==> src/rtl/reset_sequencer_if.sv <==
// rtl/reset_sequencer_if.sv - Lock/ready inputs and reset/enable/status outputs of the reset sequencer
interface reset_sequencer_if;
  logic       pll_lock;
  logic       cap_ready;
  logic       acq_ready;
  logic       reset_o;
  logic       cap_en_o;
  logic       acq_en_o;
  logic       cor_en_o;
  logic [2:0] state_o;
  logic       fault_o;

  // Sequencer side
  modport master (
    input  pll_lock, cap_ready, acq_ready,
    output reset_o, cap_en_o, acq_en_o, cor_en_o, state_o, fault_o
  );

  // Clock block / subsystem side
  modport slave (
    output pll_lock, cap_ready, acq_ready,
    input  reset_o, cap_en_o, acq_en_o, cor_en_o, state_o, fault_o
  );
endinterface

==> src/rtl/reset_sequencer.sv <==
// rtl/reset_sequencer.sv - PLL-lock gated reset and staged enable sequencer (optional watchdog: RESET_SEQ_WATCHDOG_EN)
module reset_sequencer #(
  parameter int LOCK_CYCLES = 16,
  parameter int STAGE_DELAY = 8,
  parameter int TIMEOUT     = 255,
  parameter int CWIDTH      = 8
) (
  input  logic                clock,
  input  logic                areset_n,
  reset_sequencer_if.master   bus
);

  typedef enum logic [2:0] {
    ST_WAIT_LOCK = 3'd0,
    ST_RESET     = 3'd1,
    ST_CAP       = 3'd2,
    ST_ACQ       = 3'd3,
    ST_RUN       = 3'd4,
    ST_FAULT     = 3'd5
  } state_t;

  // Terminal counter values: a transition fires on the edge the count would reach N.
  localparam logic [CWIDTH-1:0] LOCK_LAST  = CWIDTH'(LOCK_CYCLES - 1);
  localparam logic [CWIDTH-1:0] DELAY_LAST = CWIDTH'(STAGE_DELAY - 1);
  localparam logic [CWIDTH-1:0] TO_LAST    = CWIDTH'(TIMEOUT - 1);

  state_t            state, state_nxt;
  logic [CWIDTH-1:0] cnt, cnt_nxt, cnt_inc;
  logic              sync1, lock_s;
  logic              reset_q, cap_en_q, acq_en_q, cor_en_q;
`ifdef RESET_SEQ_WATCHDOG_EN
  logic              fault_q;
`endif

  // Two-flop synchroniser for the asynchronous PLL lock
  always_ff @(posedge clock or negedge areset_n) begin
    if (!areset_n) begin
      sync1  <= 1'b0;
      lock_s <= 1'b0;
    end else begin
      sync1  <= bus.pll_lock;
      lock_s <= sync1;
    end
  end

  assign cnt_inc = (cnt == {CWIDTH{1'b1}}) ? cnt : cnt + 1'b1;

  // Next-state and counter; lock loss outranks ready and counter expiry
  always_comb begin
    state_nxt = state;
    cnt_nxt   = cnt;
    case (state)
      ST_WAIT_LOCK: if (lock_s && cnt == LOCK_LAST) state_nxt = ST_RESET;
      ST_RESET: begin
        if (!lock_s)                state_nxt = ST_WAIT_LOCK;
        else if (cnt == DELAY_LAST) state_nxt = ST_CAP;
      end
      ST_CAP: begin
        if (!lock_s)            state_nxt = ST_WAIT_LOCK;
        else if (bus.cap_ready) state_nxt = ST_ACQ;
`ifdef RESET_SEQ_WATCHDOG_EN
        else if (cnt == TO_LAST) state_nxt = ST_FAULT;
`endif
      end
      ST_ACQ: begin
        if (!lock_s)            state_nxt = ST_WAIT_LOCK;
        else if (bus.acq_ready) state_nxt = ST_RUN;
`ifdef RESET_SEQ_WATCHDOG_EN
        else if (cnt == TO_LAST) state_nxt = ST_FAULT;
`endif
      end
      ST_RUN: if (!lock_s) state_nxt = ST_WAIT_LOCK;
`ifdef RESET_SEQ_WATCHDOG_EN
      ST_FAULT: state_nxt = ST_FAULT;
`endif
      default: state_nxt = ST_WAIT_LOCK;
    endcase

    if (state_nxt != state) begin
      cnt_nxt = '0;
    end else begin
      case (state)
        ST_WAIT_LOCK: cnt_nxt = lock_s ? cnt_inc : '0;
        ST_RESET:     cnt_nxt = cnt_inc;
        // The wait counter parks at its terminal value when no watchdog consumes it.
        ST_CAP,
        ST_ACQ:       cnt_nxt = (cnt == TO_LAST) ? cnt : cnt_inc;
        default:      cnt_nxt = '0;
      endcase
    end
  end

  // State, counter and outputs registered together, outputs decoded from the next state
  always_ff @(posedge clock or negedge areset_n) begin
    if (!areset_n) begin
      state    <= ST_WAIT_LOCK;
      cnt      <= '0;
      reset_q  <= 1'b1;
      cap_en_q <= 1'b0;
      acq_en_q <= 1'b0;
      cor_en_q <= 1'b0;
`ifdef RESET_SEQ_WATCHDOG_EN
      fault_q  <= 1'b0;
`endif
    end else begin
      state    <= state_nxt;
      cnt      <= cnt_nxt;
      reset_q  <= state_nxt inside {ST_WAIT_LOCK, ST_RESET, ST_FAULT};
      cap_en_q <= state_nxt inside {ST_CAP, ST_ACQ, ST_RUN};
      acq_en_q <= state_nxt inside {ST_ACQ, ST_RUN};
      cor_en_q <= (state_nxt == ST_RUN);
`ifdef RESET_SEQ_WATCHDOG_EN
      fault_q  <= (state_nxt == ST_FAULT);
`endif
    end
  end

  assign bus.reset_o  = reset_q;
  assign bus.cap_en_o = cap_en_q;
  assign bus.acq_en_o = acq_en_q;
  assign bus.cor_en_o = cor_en_q;
  assign bus.state_o  = state;
`ifdef RESET_SEQ_WATCHDOG_EN
  assign bus.fault_o  = fault_q;
`else
  assign bus.fault_o  = 1'b0;
`endif

endmodule

==> src/flat_wrapper.sv <==
// flat-port wrapper written by rule: the top's interface ports become plain ports
module reset_sequencer_flat 
#(
  parameter int LOCK_CYCLES = 16,
  parameter int STAGE_DELAY = 8,
  parameter int TIMEOUT     = 255,
  parameter int CWIDTH      = 8
)
  (clock, areset_n, bus_pll_lock, bus_cap_ready, bus_acq_ready, bus_reset_o, bus_cap_en_o, bus_acq_en_o, bus_cor_en_o, bus_state_o, bus_fault_o);
  reset_sequencer_if bus_i ();
  input  logic clock;
  input  logic areset_n;
  input wire logic [$bits(bus_i.pll_lock)-1:0] bus_pll_lock;
  input wire logic [$bits(bus_i.cap_ready)-1:0] bus_cap_ready;
  input wire logic [$bits(bus_i.acq_ready)-1:0] bus_acq_ready;
  output wire logic [$bits(bus_i.reset_o)-1:0] bus_reset_o;
  output wire logic [$bits(bus_i.cap_en_o)-1:0] bus_cap_en_o;
  output wire logic [$bits(bus_i.acq_en_o)-1:0] bus_acq_en_o;
  output wire logic [$bits(bus_i.cor_en_o)-1:0] bus_cor_en_o;
  output wire logic [$bits(bus_i.state_o)-1:0] bus_state_o;
  output wire logic [$bits(bus_i.fault_o)-1:0] bus_fault_o;
  assign bus_i.pll_lock = bus_pll_lock;
  assign bus_i.cap_ready = bus_cap_ready;
  assign bus_i.acq_ready = bus_acq_ready;
  assign bus_reset_o = bus_i.reset_o;
  assign bus_cap_en_o = bus_i.cap_en_o;
  assign bus_acq_en_o = bus_i.acq_en_o;
  assign bus_cor_en_o = bus_i.cor_en_o;
  assign bus_state_o = bus_i.state_o;
  assign bus_fault_o = bus_i.fault_o;
  reset_sequencer #(.LOCK_CYCLES(LOCK_CYCLES), .STAGE_DELAY(STAGE_DELAY), .TIMEOUT(TIMEOUT), .CWIDTH(CWIDTH)) u_core (.clock(clock), .areset_n(areset_n), .bus(bus_i));
endmodule
==> config.mk <==
export PLATFORM = sky130hd
export DESIGN_NAME = reset_sequencer_flat
export DESIGN_NICKNAME = d
export VERILOG_FILES = /design/src/rtl/reset_sequencer_if.sv /design/src/rtl/reset_sequencer.sv /design/src/flat_wrapper.sv
export SDC_FILE = /design/constraint.sdc
export NUM_CORES = 1
export LEC_CHECK = 0
export ABC_AREA = 1
export ABC_CLOCK_PERIOD_IN_PS = 1950
export BUFFER_PORTS_ARGS = -buffer_cell sky130_fd_sc_hd__buf_2
export CAP_MARGIN = 20
export CORE_MARGIN = 4
export CORE_UTILIZATION = 50
export CTS_CLUSTER_SIZE = 14
export DETAILED_ROUTE_END_ITERATION = 12
export GPL_TIMING_DRIVEN = 0
export PLACE_DENSITY_LB_ADDON = 0.25
export SLEW_MARGIN = 30
export SYNTH_ARGS = -nofsm -noshare
export SYNTH_HDL_FRONTEND = slang
export SYNTH_SLANG_ARGS = --single-unit
==> constraint.sdc <==
create_clock -name clock -period 1.95 [get_ports clock]
set_input_delay 0.195 -clock clock [delete_from_list [all_inputs] [get_ports clock]]
set_output_delay 0.195 -clock clock [all_outputs]
set_load 0.02 [all_outputs]
# Word-level counts from Yosys, hierarchy flattened

Index checks and enable logic that the tools add are counted.

Register bits after elaboration: 17
Input bits: 5
Output and inout bits: 8
Logic and storage cells: 45

Add/sub/neg operators: 1
Equal/unequal tests: 15
Muxes and demuxes: 14
Reduce and logical (&&, ||, !) cells: 7

Operators by type and width:

| operator                                              | count |
|---|---|
| two-way mux 8 bit                                     | 4 |
| two-way mux 3 bit                                     | 8 |
| case mux 8 bit (3 select lines)                       | 1 |
| == test 8 bit, second input constant                  | 2 |
| case mux 3 bit (5 select lines)                       | 1 |
| == test 3 x 2 -> 1 bit, second input constant         | 4 |
| == test 3 bit, second input constant                  | 3 |
| adder 8 x 1 -> 8 bit, second input constant           | 1 |
| == test 8 x 3 -> 1 bit, second input constant         | 1 |
| == test 8 x 4 -> 1 bit, second input constant         | 1 |
| == test 3 x 1 -> 1 bit, second input constant         | 2 |
| logical NOT 3 bit                                     | 2 |
| nonzero test 3 bit                                    | 2 |
| inequality test 3 x 2 -> 1 bit, second input constant | 1 |
| inequality test 3 bit                                 | 1 |
| nonzero test 2 bit                                    | 1 |
| OR reduction 2 bit                                    | 1 |
| logical AND 1 bit                                     | 1 |

# Depth between registers and ports, before layout

Depth after elaboration: 6
Gate-level depth with buffers: 11
Gate-level depth less buffers: 10

# Least setup slack after synthesis

OpenSTA, ideal clock, no wires.

Path kind: reg2reg
Start: reg u_core.state[2], in the netlist u_core.bus.state_o[2]
End: reg u_core.cnt[2]
Setup time: 0.121 ns
Arrival time: 1.331 ns
Data required time: 1.829 ns
Setup slack: 0.498 ns
Stages on the path, launching flop included: 10
Path buffers: 1
Clock period less this slack: 1.452 ns
Path through: dfrtp_1 -> buf_6 -> nor3_1 -> o21ai_0 -> nand3_1 -> nand2_1 -> nand2_1 -> nand2_1 -> nand2_2 -> nor2_1

Word-level cells in the longest chain between the ends: 5
Elaborated cells on any way between the ends: 19
Those cells by class: 6 x eq/ne; 11 x mux; 2 x reduce/logical

RTL lines:

| what                                                                                 | RTL line                                                            | RTL |
|---|---|---|
| start: declaration                                                                   | reset_sequencer.sv:27                                               | `state_t state, state_nxt;` |
| start signal: assignment                                                             | reset_sequencer.sv:106                                              | `state <= state_nxt;` |
| two-way mux 3 bit, on equally long branches                                          | reset_sequencer.sv:67, reset_sequencer.sv:56, reset_sequencer.sv:60 |  |
| two-way mux 3 bit, on equally long branches                                          | reset_sequencer.sv:66, reset_sequencer.sv:55, reset_sequencer.sv:59 |  |
| case mux 3 bit (5 select lines)                                                      | reset_sequencer.sv:52                                               | `case (state)` |
| inequality test 3 bit                                                                | reset_sequencer.sv:79                                               | `if (state_nxt != state) begin` |
| inequality test 3 x 2 -> 1 bit (no source line) or two-way mux 8 bit (tied branches) | --                                                                  |  |
| end signal: assignment                                                               | reset_sequencer.sv:107                                              | `cnt <= cnt_nxt;` |
| end: declaration                                                                     | reset_sequencer.sv:28                                               | `logic [CWIDTH-1:0] cnt, cnt_nxt, cnt_inc;` |

Several ways; a longest one is shown, not always the timed one.
A chain may end at the register's enable or synchronous reset.

# Final worst setup path

Start: reg u_core.cnt[1]
End: reg u_core.cnt[6]

Word-level cells in the longest chain between the ends: 6
Elaborated cells on any way between the ends: 17
Those cells by class: 1 x add/sub; 6 x eq/ne; 9 x mux; 1 x reduce/logical

RTL lines:

| what |
|---|
| branches (longest 6 deep; another with adder 8 x 1 -> 8 bit) |

Parallel ways; which one is timed is not known. The select of a mux whose other input is x is not followed.

==> results.md <==
- The number of diodes added for antenna fixing is 0.
- Buffers added to address setup during post-CTS repair amount to 0.
- The flow ran to the end, and the final reports show no timing, DRC or antenna violations.
- The detailed router placed 857 vias in this run.
- The number of slew-limit violations in the final report is 0.
- The remaining number of nets flagged by the antenna check after routing is 0.
- The last weighted congestion value of the routability-driven placer is 0.858.
- The placement-stage cell area is 1090 µm².
- The number of design-rule violations left by the first detailed-router iteration is 30.
- The CTS clock-pin slew for the worst setup and hold paths is 100 ps.
- The endpoint of the worst hold path is u_core.bus.cor_en_o.
- Setup repair after global routing left no endpoint under its margin.
- The average cell area after synthesis is 7.68 µm².
- Across the routed clock network, the largest skew measured is 6.63 ps.
- The fraction of final layout cells with drive strength greater than 1 is 20.3%.
- In the layout the commonest cells are 24 x nor2_1, 24 x nand2_1, 18 x inv_1.
- The detailed-placement wirelength estimate is 1560 µm.
- The worst hold slack across all endpoints is 294 ps.
- The area added between synthesis and finish is 13.3%.
- The path class of the tightest hold or removal check is in2reg.
- The number of cells on the worst reg-to-reg path is 10.
- The arrival time at the worst endpoint is 1840 ps.
- The post-route minimum period is 1650 ps.
- The I/O pin total is 13.
- The maximum resistive drop on vdd is 0.000424 V.
- The gate count of the mapped netlist is 131.
- dfrtp_1 takes more of the synthesized area than any other cell.
- Counting instances, the worst hold path has a depth of 3.
- The starting utilization of the core area is 55.3%.
- In the final layout, the multi-input gates occupy 485 µm².
- The number of nets in the synthesized netlist is 138.
- The overall global routing resource usage is 17.3%.
- The worst register-to-register path begins at u_core.cnt[1].
- The number of antenna violations at the first check in global routing is 0.
- The number of warnings printed during yosys synthesis is 0.
- The number of nets in the final layout is 156.
- The tool flagged a number of max-cap violations equal to 0.
- The final count of hold timing violations came to 0.
- The number of buffers created by CTS is 3.
- With fillers left out, the area of the finished cells amounts to 1140 µm².
- Sequential cells were found to cover 42.4% of the synthesized design area.
- Yosys mapped the design onto 27 distinct sky130hd cell types.
- The die is 52.9 µm tall.
- The clock root buffer is clkbuf_4.
- The maximum clock frequency is 606 MHz.
- The clock passes through at most 2 buffers.
- For the worst-skew pair, the clock arrives at the later sink with an insertion delay of 300 ps.
- Setup slack on the worst reg-to-reg path comes out at 300 ps.
- In this run the number of H-tree levels came out at 1.
- The post-detailed-route via-to-cell ratio is 4.95.
- In this run the static leakage power is 0.659 nW.
- For this run, the detailed router's first-pass iteration total came to 4.
- Measured along the x axis, the die boundary spans 52.9 µm.
- Before CTS, the worst setup slack after placement is 314 ps.
- The CTS sink count is 17.
- The critical register-to-register path endpoint is u_core.cnt[6].
- The largest fanout of any net on the critical path is 8.
- The floorplan has 15 rows.
- The fraction of the cycle the final worst path needs is 84.7%.
- By startpoint and endpoint, the worst setup path is classified as reg2reg.
- The sum of overflow across all layers after global routing is 0.
- The worst hold path begins at bus_acq_ready.
- After detailed routing, the number of remaining DRC violations is 0.
- The first global-routing pass estimated 3630 µm of wire.
- The worst setup path is launched from a flop.
- Setup slack on the critical path of the routed design comes to 299 ps.
- The number of fill cells is 180.
- The sum of negative setup slack is 0 ps.
- After synthesis, the cell types taking the most area are dfrtp_1 40%, nand2_1 9.0%, nor2_1 9.0%.
- The required time at the endpoint of the critical path is 2140 ps.
- Setup violations remaining at the end of the flow were counted as 0.
- Power spread over the standard cell area amounts to 524 nW/µm².
- The via count of the first global-routing pass was 862.
- STA classifies the critical path endpoint as a flop.
- The area fraction of the dominant cell type after synthesis is 39.8%.
- For this block, the routed nets add up to 2020 µm of wire.
- Counting flops and latches in the post-synthesis netlist gives 17.
- The total die area is 2790 µm².
- The area of the core is 1820 µm².
- In the final routed layout, each cell accounts on average for 11.7 µm.
- The sequential cell area is 427 µm².
- Entering global routing, the biggest net connects 18 pins.
- The synthesized netlist occupies a cell area of 1010 µm².
- During placement, the flow inserted port buffers numbering 11.
- TritonCTS built the clock tree.
-- layout make-up --
type                       instances  share of cell area [%]
buffer                             2                    1.65
tap                               25                    2.74
clock inverter                     1                   0.439
sequential                        17                    37.4
timing repair buffer              13                    6.59
clock buffer                       3                    1.98
multi-input combinational         92                    42.6
inverter                          20                    6.59
-- routing by layer --
metal,track usage (%),routed length (µm),vias up
li1,-,-,444
met1,21.4,966,392
met2,31.0,963,17
met3,1.69,66,4
met4,6.38,25,0
met5,0,0,-
-- cells by family (layout without fill, tap and decap cells) --
family	count (synthesis)	in the layout	share of synthesized area, %
compound gates	13	13	8.46
xor+xnor	3	3	2.61
fa+ha+maj	2	2	2.49
buf+inv	22	39	9.33
flops	17	17	42.4
other cells	1	1	0.373
simple gates	73	73	34.3
-- flip-flops by register name, summed over array words and instances (netlist names) --
| name | cells |
|---|---|
| u_core.bus.cap_en_o | 1 |
| u_core.bus.acq_en_o | 1 |
| u_core.bus.state_o | 3 |
| u_core.sync1 | 1 |
| u_core.lock_s | 1 |
| u_core.cnt | 8 |
| u_core.bus.reset_o | 1 |
| u_core.bus.cor_en_o | 1 |
-- timing repair --
item	in CTS	in global routing
gates resized for setup	0	0
hold buffers	2	0
hold endpoints to repair	17	0
-- power by group --
part | internal [W] | switching [W] | total [W]
registers | 0.000360 | 0.00000763 | 0.000367
clock network | 0.0000764 | 0.000113 | 0.000189
logic | 0.0000176 | 0.0000235 | 0.0000411
-- cells in the mapped netlist, drive strengths merged --
master and n:
nor3 3, nand3b 1, xor2 3, a21oi 3, o21ai 7, dfrtp 16, inv 20, nand4 2
conb 1, buf 2, nand2 29, ha 2, a21boi 1, a21o 1, nand3 12, o2111ai 1
nor2 26, dfstp 1
-- critical path: stages (launching register included) --
cell	delay, ps
dfrtp_1	410
ha_1	240
nand3_2	160
inv_1	130
nand3_1	80
nand3_1	110
nand2_1	90
nand2_1	70
nand2_1	60
nand2_2	140
nor2_1	60
-- through the flow --
stage	std cells	total power, W	utilization, %
6_report	173	0.000597	62.6
5_1_grt	173	0.000618	62.6
4_1_cts	173	0.000599	62.6
3_5_place_dp	167	0.000412	60.0
3_3_place_gp	167	0.000411	60.0
2_1_floorplan	131	0.000396	-
-- how the worst max path moves through the flow --
stage                                      from            end  slack [ps]  depth (start not counted)
after global routing              u_core.cnt[1]  u_core.cnt[7]         170                         10
after global placement            u_core.cnt[1]  u_core.cnt[2]         380                         10
after floorplan           u_core.bus.state_o[2]  u_core.cnt[2]         500                          9
after CTS                         u_core.cnt[1]  u_core.cnt[6]         300                         10
final                             u_core.cnt[1]  u_core.cnt[6]         300                         10
after detailed placement          u_core.cnt[1]  u_core.cnt[7]         310                         10
Note: power is estimated with default switching activity, not from simulation.
